## src/rtl/lsu_pkg.sv

```systemverilog
// Shared encodings and helpers for the load/store unit.
package lsu_pkg;

    localparam logic [1:0] SIZE_BYTE = 2'b00;
    localparam logic [1:0] SIZE_HALF = 2'b01;
    localparam logic [1:0] SIZE_WORD = 2'b10;

    localparam int unsigned LSU_LANES = 4;

    typedef enum logic [1:0] {
        IDLE   = 2'b00,
        ACCESS = 2'b01,
        MERGE  = 2'b10,
        RESP   = 2'b11
    } lsu_state_e;

    // Size 2'b11 behaves as a word access.
    function automatic logic is_word(input logic [1:0] size);
        return size[1];
    endfunction

    function automatic logic is_misaligned(input logic [1:0] size, input logic [1:0] off);
        return ((size == SIZE_HALF) && off[0]) || (is_word(size) && (off != 2'b00));
    endfunction

endpackage

```

## src/rtl/lsu_lane_merge.sv

```systemverilog
// Combinational byte-lane logic: load extract/extend and store lane insert (little-endian).
module lsu_lane_merge
    import lsu_pkg::*;
(
    input  logic [1:0]             i_size,
    input  logic [1:0]             i_offset,
    input  logic                   i_signed,
    input  logic [LSU_LANES*8-1:0] i_word,
    input  logic [LSU_LANES*8-1:0] i_wdata,
    output logic [LSU_LANES*8-1:0] o_load,
    output logic [LSU_LANES*8-1:0] o_store
);

    localparam int unsigned W = LSU_LANES * 8;

    logic [7:0]  w_byte;
    logic [15:0] w_half;

    always_comb begin
        w_byte  = i_word[{i_offset, 3'b000} +: 8];
        w_half  = i_offset[1] ? i_word[31:16] : i_word[15:0];
        o_load  = i_word;
        o_store = i_wdata;
        // Halfword lane is chosen by offset[1] alone, so a stray offset[0] is ignored.
        if (i_size == SIZE_BYTE) begin
            o_load  = {{(W-8){i_signed & w_byte[7]}}, w_byte};
            o_store = i_word;
            o_store[{i_offset, 3'b000} +: 8] = i_wdata[7:0];
        end else if (i_size == SIZE_HALF) begin
            o_load  = {{(W-16){i_signed & w_half[15]}}, w_half};
            o_store = i_word;
            o_store[{i_offset[1], 4'b0000} +: 16] = i_wdata[15:0];
        end
    end

endmodule

```

## src/rtl/load_store_unit.sv

```systemverilog
// CPU-side load/store unit in front of dataMemory; sub-word stores are read-modify-write.
// Optional macro LSU_MISALIGN_TRAP_EN adds resp_err and traps misaligned requests.
module load_store_unit
    import lsu_pkg::*;
#(
    parameter int unsigned ADDR_W = 32,
    parameter int unsigned DATA_W = 32
) (
    input  logic              clk,
    input  logic              reset,
    input  logic              req_valid,
    output logic              req_ready,
    input  logic              req_write,
    input  logic [1:0]        req_size,
    input  logic              req_signed,
    input  logic [ADDR_W-1:0] req_addr,
    input  logic [DATA_W-1:0] req_wdata,
    output logic              resp_valid,
    output logic [DATA_W-1:0] resp_rdata,
`ifdef LSU_MISALIGN_TRAP_EN
    output logic              resp_err,
`endif
    output logic [ADDR_W-1:0] mem_addr,
    output logic              mem_wr_en,
    output logic [DATA_W-1:0] mem_wdata,
    input  logic [DATA_W-1:0] mem_rdata
);

    lsu_state_e        r_state, w_state_nxt;
    logic              r_write, r_signed;
    logic [1:0]        r_size;
    logic [ADDR_W-1:0] r_addr;
    logic [DATA_W-1:0] r_wdata, r_merge, r_rdata;
    logic [DATA_W-1:0] w_merge_in, w_load, w_store;
    logic [ADDR_W-1:0] w_word_addr;
    logic              w_wr, w_trap;

`ifdef LSU_MISALIGN_TRAP_EN
    logic r_err;
    assign w_trap   = is_misaligned(req_size, req_addr[1:0]);
    assign resp_err = (r_state == RESP) && r_err;
`else
    assign w_trap = 1'b0;
`endif

    assign w_word_addr = {r_addr[ADDR_W-1:2], 2'b00};
    assign w_merge_in  = (r_state == MERGE) ? r_merge : mem_rdata;
    assign resp_rdata  = r_rdata;

    lsu_lane_merge u_merge (
        .i_size   (r_size),
        .i_offset (r_addr[1:0]),
        .i_signed (r_signed),
        .i_word   (w_merge_in),
        .i_wdata  (r_wdata),
        .o_load   (w_load),
        .o_store  (w_store)
    );

    always_comb begin
        w_state_nxt = r_state;
        req_ready   = 1'b0;
        resp_valid  = 1'b0;
        mem_addr    = '0;
        mem_wdata   = '0;
        w_wr        = 1'b0;
        case (r_state)
            IDLE: begin
                req_ready = 1'b1;
                if (req_valid) w_state_nxt = w_trap ? RESP : ACCESS;
            end
            ACCESS: begin
                mem_addr    = w_word_addr;
                w_state_nxt = RESP;
                if (r_write) begin
                    if (is_word(r_size)) begin
                        w_wr      = 1'b1;
                        mem_wdata = r_wdata;
                    end else begin
                        w_state_nxt = MERGE;
                    end
                end
            end
            MERGE: begin
                mem_addr    = w_word_addr;
                mem_wdata   = w_store;
                w_wr        = 1'b1;
                w_state_nxt = RESP;
            end
            RESP: begin
                resp_valid  = 1'b1;
                w_state_nxt = IDLE;
            end
            default: w_state_nxt = IDLE;
        endcase
    end

    // Gating with reset keeps a mid-operation reset from committing a level-sensitive write.
    assign mem_wr_en = w_wr && !reset;

    always_ff @(posedge clk) begin
        if (reset) begin
            r_state  <= IDLE;
            r_write  <= 1'b0;
            r_signed <= 1'b0;
            r_size   <= '0;
            r_addr   <= '0;
            r_wdata  <= '0;
            r_merge  <= '0;
            r_rdata  <= '0;
`ifdef LSU_MISALIGN_TRAP_EN
            r_err    <= 1'b0;
`endif
        end else begin
            r_state <= w_state_nxt;
            case (r_state)
                IDLE: begin
                    if (req_valid) begin
                        r_write  <= req_write;
                        r_signed <= req_signed;
                        r_size   <= req_size;
                        r_addr   <= req_addr;
                        r_wdata  <= req_wdata;
                        if (w_trap) r_rdata <= '0;
`ifdef LSU_MISALIGN_TRAP_EN
                        r_err    <= w_trap;
`endif
                    end
                end
                ACCESS: begin
                    if (r_write) begin
                        r_rdata <= '0;
                        r_merge <= mem_rdata;
                    end else begin
                        r_rdata <= w_load;
                    end
                end
                default: ;
            endcase
        end
    end

endmodule

```

## config.mk

```make
export PLATFORM = sky130hd
export DESIGN_NAME = load_store_unit
export DESIGN_NICKNAME = d
export VERILOG_FILES = /design/src/rtl/lsu_pkg.sv /design/src/rtl/lsu_lane_merge.sv /design/src/rtl/load_store_unit.sv
export SDC_FILE = /design/constraint.sdc
export NUM_CORES = 1
export LEC_CHECK = 0
export ABC_AREA = 0
export CAP_MARGIN = 15
export CORE_UTILIZATION = 54
export DETAILED_ROUTE_END_ITERATION = 16
export DONT_BUFFER_PORTS = 1
export PLACE_DENSITY_LB_ADDON = 0.2
export SLEW_MARGIN = 40
export SYNTH_ARGS = -nofsm -noshare
export SYNTH_HDL_FRONTEND = slang
export SYNTH_HIERARCHICAL = 1
export SYNTH_SLANG_ARGS = --single-unit
```

## constraint.sdc

```tcl
create_clock -name clk -period 3.4 [get_ports clk]
set_input_delay 1.02 -clock clk [delete_from_list [all_inputs] [get_ports clk]]
set_output_delay 1.02 -clock clk [all_outputs]
set_load 0.1 [all_outputs]
```

==> out/summary.txt, run 1 <==
Outcome - complete, but fails checks
Failing checks - setup timing
Post-synthesis mux area share - 0.107
Max_slew headroom - 0.567
Core ar. - 13500 sq um
Final Slew Violations - 0
Tcrit/Tclk final - 1.04
Die width - 120 um
Worst-Margin Slew - 0.647 ns
Die H - 120 um
Post-DP HPWL - 17100 um
Reg clk slew, reported paths - 0.06 ns
Gr usage total - 0.348
RSZ-0062 raised after global routing - yes
Largest family of logic cells by synthesized area - compound AO/OA/AOI/OAI gates
Worst clock skew - 0.00817 ns
Grt ovf - 0
Wire per inst - 21.3 um
PD cells - 861 nW/um^2
CTS Buf Count - 17
First-pass GRT wire length - 38300 um
Post-synthesis compound-gate area fraction - 0.234
Post-synth EDFFs - 0
Top area cells in the synthesized netlist - dfxtp_1 35%, nand2_1 12%, a21oi_1 9.3%
Mapped Area - 7570 sq um
VDD IR max - 0.580 mV
Final setup fails - 17
Site row count - 42
# IOs - 202
Synth Area in XOR/XNOR - 0
Slowest cell on crit path - mux2_4
Initial antenna violation count - 0
DP Area - 8550 sq um
Vias per cell - 6.16
Final net count - 1130
H-tree levels - 4
Synth warn - 6
FMAX - 284 MHz
Leading area contributor after synthesis - dfxtp_1
Critical path peak fanout - 7
Leakage - 3.89 nW
Worst Path Arrival - 2.50 ns
Ant. Diodes - 0
Post-synthesis simple-gate area fraction - 0.214
Die ar. - 14500 sq um
Vias in the first global route - 6920
Synth Flop Type - dfxtp_1
Starting density of the core - 0.563
Final setup margin - -0.124 ns
Initial DRC Count - 745
Layout cells sized above 1 - 0.295
Mapped Cells - 956
CP peak stage delay - 0.35 ns
Finished Cell Area - 9780 sq um
Clock sinks - 134
Worst skew pair latency - 0.43 ns
Mapped Avg Cell Area - 7.92 sq um
CP Capture Type - output pin
DR vias - 7424
WS Path Type - flop to output pin
WP data required - 2.38 ns
Final core occ - 0.727
Max Cap Viol - 0
Clock buffer depth - 2
Min Clock Period, post-route - 3.52 ns
Routed WL - 25700 um
I/O Buffers - 0
Area grow syn2layout - 29.2%
DRT Pass-1 Iters - 5
#FFs+latches synth - 134
CTS tree - yes
Root buffer cell - clkbuf_16
Worst setup SP type - flop
Largest net degree at the start of global routing - 136
Final Hold Fails - 0
Final GP Congestion - 0.983
Async SR Flop Fraction - 0
Register area share after synthesis - 0.354
Crit-path cells - inv_2 -> ha_4 -> buf_16 -> mux2_4 -> mux2i_1 -> o21ai_1 -> a221o_1 -> a22o_4 -> buf_12
Hold Path Class - flop to flop
Post-synth top area share - 0.354
DRC - 0
Post-detailed-route count of antenna-violating nets - 0
Distinct cell type count of the synthesized netlist - 46
Synth Area in Adders - 0.0182
-- synth_stat cells, types with 15 or more instances --
library cell,instances
o21ai_1,23
nor2_1,41
clkbuf_1,28
a22o_1,46
nor2b_1,18
and2_1,32
and2b_1,18
dfxtp_1,134
nand2_1,238
a21oi_1,141
mux2_2,32
inv_1,17
mux2i_1,21
buf_2,28
a221o_1,15
-- critical path, delay by kind of cell (launching register included) --
kind	cells	cell delay [ns]
compound gates	3	0.61
fa+ha+maj	1	0.22
buf+inv	3	0.40
flops	1	0.33
mux	2	0.50
-- metal layers --
layer	global-route usage	part of all wire	vias up	wire, um
met1	0.419	0.38	3463	9680
met5	0	0	-	0
met4	0.183	0.047	0	1210
met2	0.540	0.46	426	11700
li1	-	-	3449	-
met3	0.130	0.12	86	3090
-- timing repair --
| item | in CTS | in global routing |
|---|---|---|
| cloned | 2 | 2 |
| hold buffers | 0 | 0 |
| endpoints found under the setup margin | 31 | 32 |
| setup buffers | 18 | 8 |
| pin swaps | 28 | 26 |
| resized for setup | 46 | 35 |
| hold endpoints to repair | 0 | 0 |
-- stage by stage --
step | setup TNS [ns] | hold slack, ns | worst slack (ns) | power (mW) | std cells
floorplan | 0 | 0.432 | 0.00873 | 5.17 | 957
global placement | 0 | 0.431 | 0.125 | 5.97 | 1144
detailed placement | 0 | 0.436 | 0.118 | 6.01 | 1144
CTS | -0.562 | 0.444 | -0.0553 | 8.19 | 1196
global route | -2.03 | 0.455 | -0.158 | 8.76 | 1205
finish | -0.916 | 0.445 | -0.124 | 8.42 | 1205
-- path summary, 6_finish.rpt --
check | slack, ns | depth (start not counted) | start | end
worst min-delay path | 0.45 | 2 | r_addr[14]$_SDFFE_PP0P_ | r_addr[14]$_SDFFE_PP0P_
worst max register to register | 0.68 | 11 | r_state[0]$_SDFFE_PP0P_ | resp_rdata[13]$_SDFFE_PP0N_
worst min register to register | 0.45 | 2 | r_addr[14]$_SDFFE_PP0P_ | r_addr[14]$_SDFFE_PP0P_
worst max-delay path | -0.12 | 9 | r_state[0]$_SDFFE_PP0P_ | mem_wdata[22]
-- registers in the layout (all words and copies together), names as in the netlist --
register and flops:
r_wdata 32, r_size 2, resp_rdata 32, r_state 2
r_addr 32, r_merge 32, r_signed 1, r_write 1
-- where the power goes --
part	switching [mW]	internal (mW)	leakage, nW
Clock	0.738	1.13	0.283
Sequential	0.677	1.83	1.11
Combinational	2.53	1.51	2.50
Total	3.95	4.47	3.89
-- cells by family (layout without fill, tap and decap cells) --
kind of cell               after synthesis  count (layout)
other                                    1               2
adders and majority gates               11              11
DFF                                    134             134
muxes                                   65              65
buffers and inverters                  103             175
and+or+nand+nor                        364             364
AOI/OAI and AO/OA                      278             278
-- area by class of cell --
| type | count | area, sq um |
|---|---|---|
| Multi-Input combinational cell | 720 | 4750 |
| Fill cell | 1078 | 3670 |
| Sequential cell | 134 | 2740 |
| Timing Repair Buffer | 123 | 1400 |
| Clock buffer | 19 | 453 |
| Tap cell | 176 | 220 |
| Clock inverter | 13 | 148 |
| Inverter | 20 | 80.1 |
-- placed cells by master, fill, tap and decap left out, types with 15 or more instances in the layout --
cell,Yosys,routed
clkbuf_16,0,19
a21oi_1,141,141
inv_1,17,15
o21ai_1,23,27
mux2_4,0,27
and2_1,32,32
a22o_2,0,20
a22o_1,46,15
dfxtp_1,134,97
nor2b_1,18,16
dfxtp_2,0,34
a221o_1,15,15
and2b_1,18,18
buf_12,0,33
buf_4,8,85
mux2i_1,21,21
nor2_1,41,40
nand2_1,238,237
No activity file was read; power rests on OpenSTA's default activity.
==> inputs of run 2 (changes only) <==
==> constraint.sdc (replaced) <==
create_clock -name clk -period 3.4 [get_ports clk]
set_input_delay 1.02 -clock clk [delete_from_list [all_inputs] [get_ports clk]]
set_output_delay 1.02 -clock clk [all_outputs]
set_load 0.005 [all_outputs]
==> out/summary.txt, run 2 (synthesis gave the netlist of run 1 again) <==
Root buffer cell - clkbuf_16 (unchanged)
Layout cells sized above 1 - 0.135 (was 0.295)
Die H - 120 um (unchanged)
Internal power - 4.21 mW (was 4.47 mW)
PD cells - 797 nW/um^2 (was 861 nW/um^2)
Psw - 2.50 mW (was 3.95 mW)
Site row count - 42 (unchanged)
Sequential power share - 0.313 (was 0.298)
Outcome - finished, final reports clean (was complete, but fails checks)
DP Area - 7580 sq um (was 8550 sq um)
Switching Share - 0.372 (was 0.469)
Most common cell after layout, fill and taps aside - nand2_1 (unchanged)
WP data required - 2.38 ns (about the same)
Min Clock Period, post-route - 3.37 ns (was 3.52 ns)
Routed WL - 23400 um (was 25700 um)
Hold Path Class - flop to flop (unchanged)
FMAX - 296 MHz (was 284 MHz)
Vias per cell - 6.22 (was 6.16)
Gr usage total - 0.324 (was 0.348)
Worst-Margin Slew - 0.677 ns (was 0.647 ns)
H-tree levels - 4 (unchanged)
Most frequent cells in the layout - 237 x nand2_1, 141 x a21oi_1, 128 x dfxtp_1 (was 237 x nand2_1, 141 x a21oi_1, 97 x dfxtp_1)
Starting density of the core - 0.563 (unchanged)
Worst clock skew - 0.00919 ns (was 0.00817 ns)
Reg clk slew, reported paths - 0.05 ns (was 0.06 ns)
Ant. Diodes - 0 (unchanged)
WS Path Type - flop to output pin (unchanged)
Logic pwr share - 0.397 (was 0.481)
Tcrit/Tclk final - 0.993 (was 1.04)
Critical path peak fanout - 16 (was 7)
DR vias - 6919 (was 7424)
VDD IR max - 0.503 mV (was 0.580 mV)
CTS Buf Count - 17 (unchanged)
Finished Cell Area - 8430 sq um (was 9780 sq um)
Clock sinks - 134 (unchanged)
DRT Pass-1 Iters - 5 (unchanged)
Vias in the first global route - 6528 (was 6920)
Final setup fails - 0 (was 17)
Final core occ - 0.627 (was 0.727)
Final GP Congestion - 0.986 (was 0.983)
Worst setup SP type - flop (unchanged)
Final Slew Violations - 0 (unchanged)
Post-DP HPWL - 16200 um (was 17100 um)
Placed insts - 1076 (was 1144)
Die ar. - 14500 sq um (unchanged)
Core ar. - 13500 sq um (unchanged)
CP Capture Type - output pin (unchanged)
Leakage - 3.18 nW (was 3.89 nW)
RSZ-0062 raised after global routing - yes (unchanged)
Final Hold Fails - 0 (unchanged)
Grt ovf - 0 (unchanged)
First-pass GRT wire length - 35800 um (was 38300 um)
Tot Pwr - 6.71 mW (was 8.42 mW)
Area grow syn2layout - 11.3% (was 29.2%)
Worst skew pair latency - 0.43 ns (about the same)
CTS tree - yes (unchanged)
Clock buffer depth - 2 (unchanged)
Initial DRC Count - 663 (was 745)
Post-detailed-route count of antenna-violating nets - 0 (unchanged)
Worst Path Arrival - 2.35 ns (was 2.50 ns)
Die width - 120 um (unchanged)
Max_slew headroom - 0.544 (was 0.567)
Total Neg Setup Slack - 0 ns (was -0.916 ns)
Clock power share - 0.290 (was 0.221)
# IOs - 202 (unchanged)
DRC - 0 (unchanged)
Largest net degree at the start of global routing - 136 (unchanged)
Final net count - 1037 (was 1130)
I/O Buffers - 0 (unchanged)
Max Cap Viol - 0 (unchanged)
Initial antenna violation count - 0 (unchanged)
Finished Layout Cells - 1112 (was 1205)
Wire per inst - 21.0 um (was 21.3 um)
==> run 2: through the flow <==
stage,setup slack [ns],hold WS [ns]
after detailed placement,0.279,0.436
final,0.0250,0.445
after CTS,0.0154,0.444
after global placement,0.278,0.431
after floorplan,0.0907,0.432
after global routing,-0.0333,0.459
==> run 2: timing repair <==
item,4_1_cts,5_1_grt
setup endpoints to repair,20,32
buffers inserted,0,2
hold buffers,0,0
cloned,1,1
pin swaps,1,7
gates resized for setup,10,33
==> run 2: worst paths after layout <==
check | startpoint | to | slack (ns) | depth (start not counted)
worst min register to register | r_addr[24]$_SDFFE_PP0P_ | r_addr[24]$_SDFFE_PP0P_ | 0.44 | 2
worst min-delay path | r_addr[24]$_SDFFE_PP0P_ | r_addr[24]$_SDFFE_PP0P_ | 0.44 | 2
worst max register to register | r_state[1]$_SDFFE_PP0P_ | resp_rdata[8]$_SDFFE_PP0N_ | 0.73 | 8
worst max-delay path | r_state[1]$_SDFFE_PP0P_ | mem_wdata[10] | 0.03 | 6
==> run 2: layout make-up <==
type	count	area (sq um)
clock buffer	24	482
fill	1215	5020
tap	176	220
clock inverter	8	145
inverter	20	80.1
sequential	134	2690
timing repair buffer	30	334
multi-input combinational	720	4480
==> run 2: critical path: stages (launching register included) <==
cell and delay [ns]:
dfxtp_2 0.39, ha_4 0.22, bufbuf_16 0.33, mux2_2 0.41
a22oi_1 0.18, o221ai_1 0.15, a22o_1 0.25
==> run 2: power groups by stage <==
stage               sequential (mW)  combinational [mW]  clock [mW]
finish                         2.10                2.66        1.95
global route                   2.13                2.88        2.04
CTS                            2.09                2.49        1.97
detailed placement             2.11                2.42           0
global placement               2.10                2.41           0
floorplan                      1.99                1.96           0
==> run 2: routing by layer <==
metal	vias up	GRT usage	routed length [um]
li1	3255	-	-
met1	3206	0.398	9260
met2	384	0.503	10400
met3	74	0.102	2670
met4	0	0.174	1090
met5	-	0	0
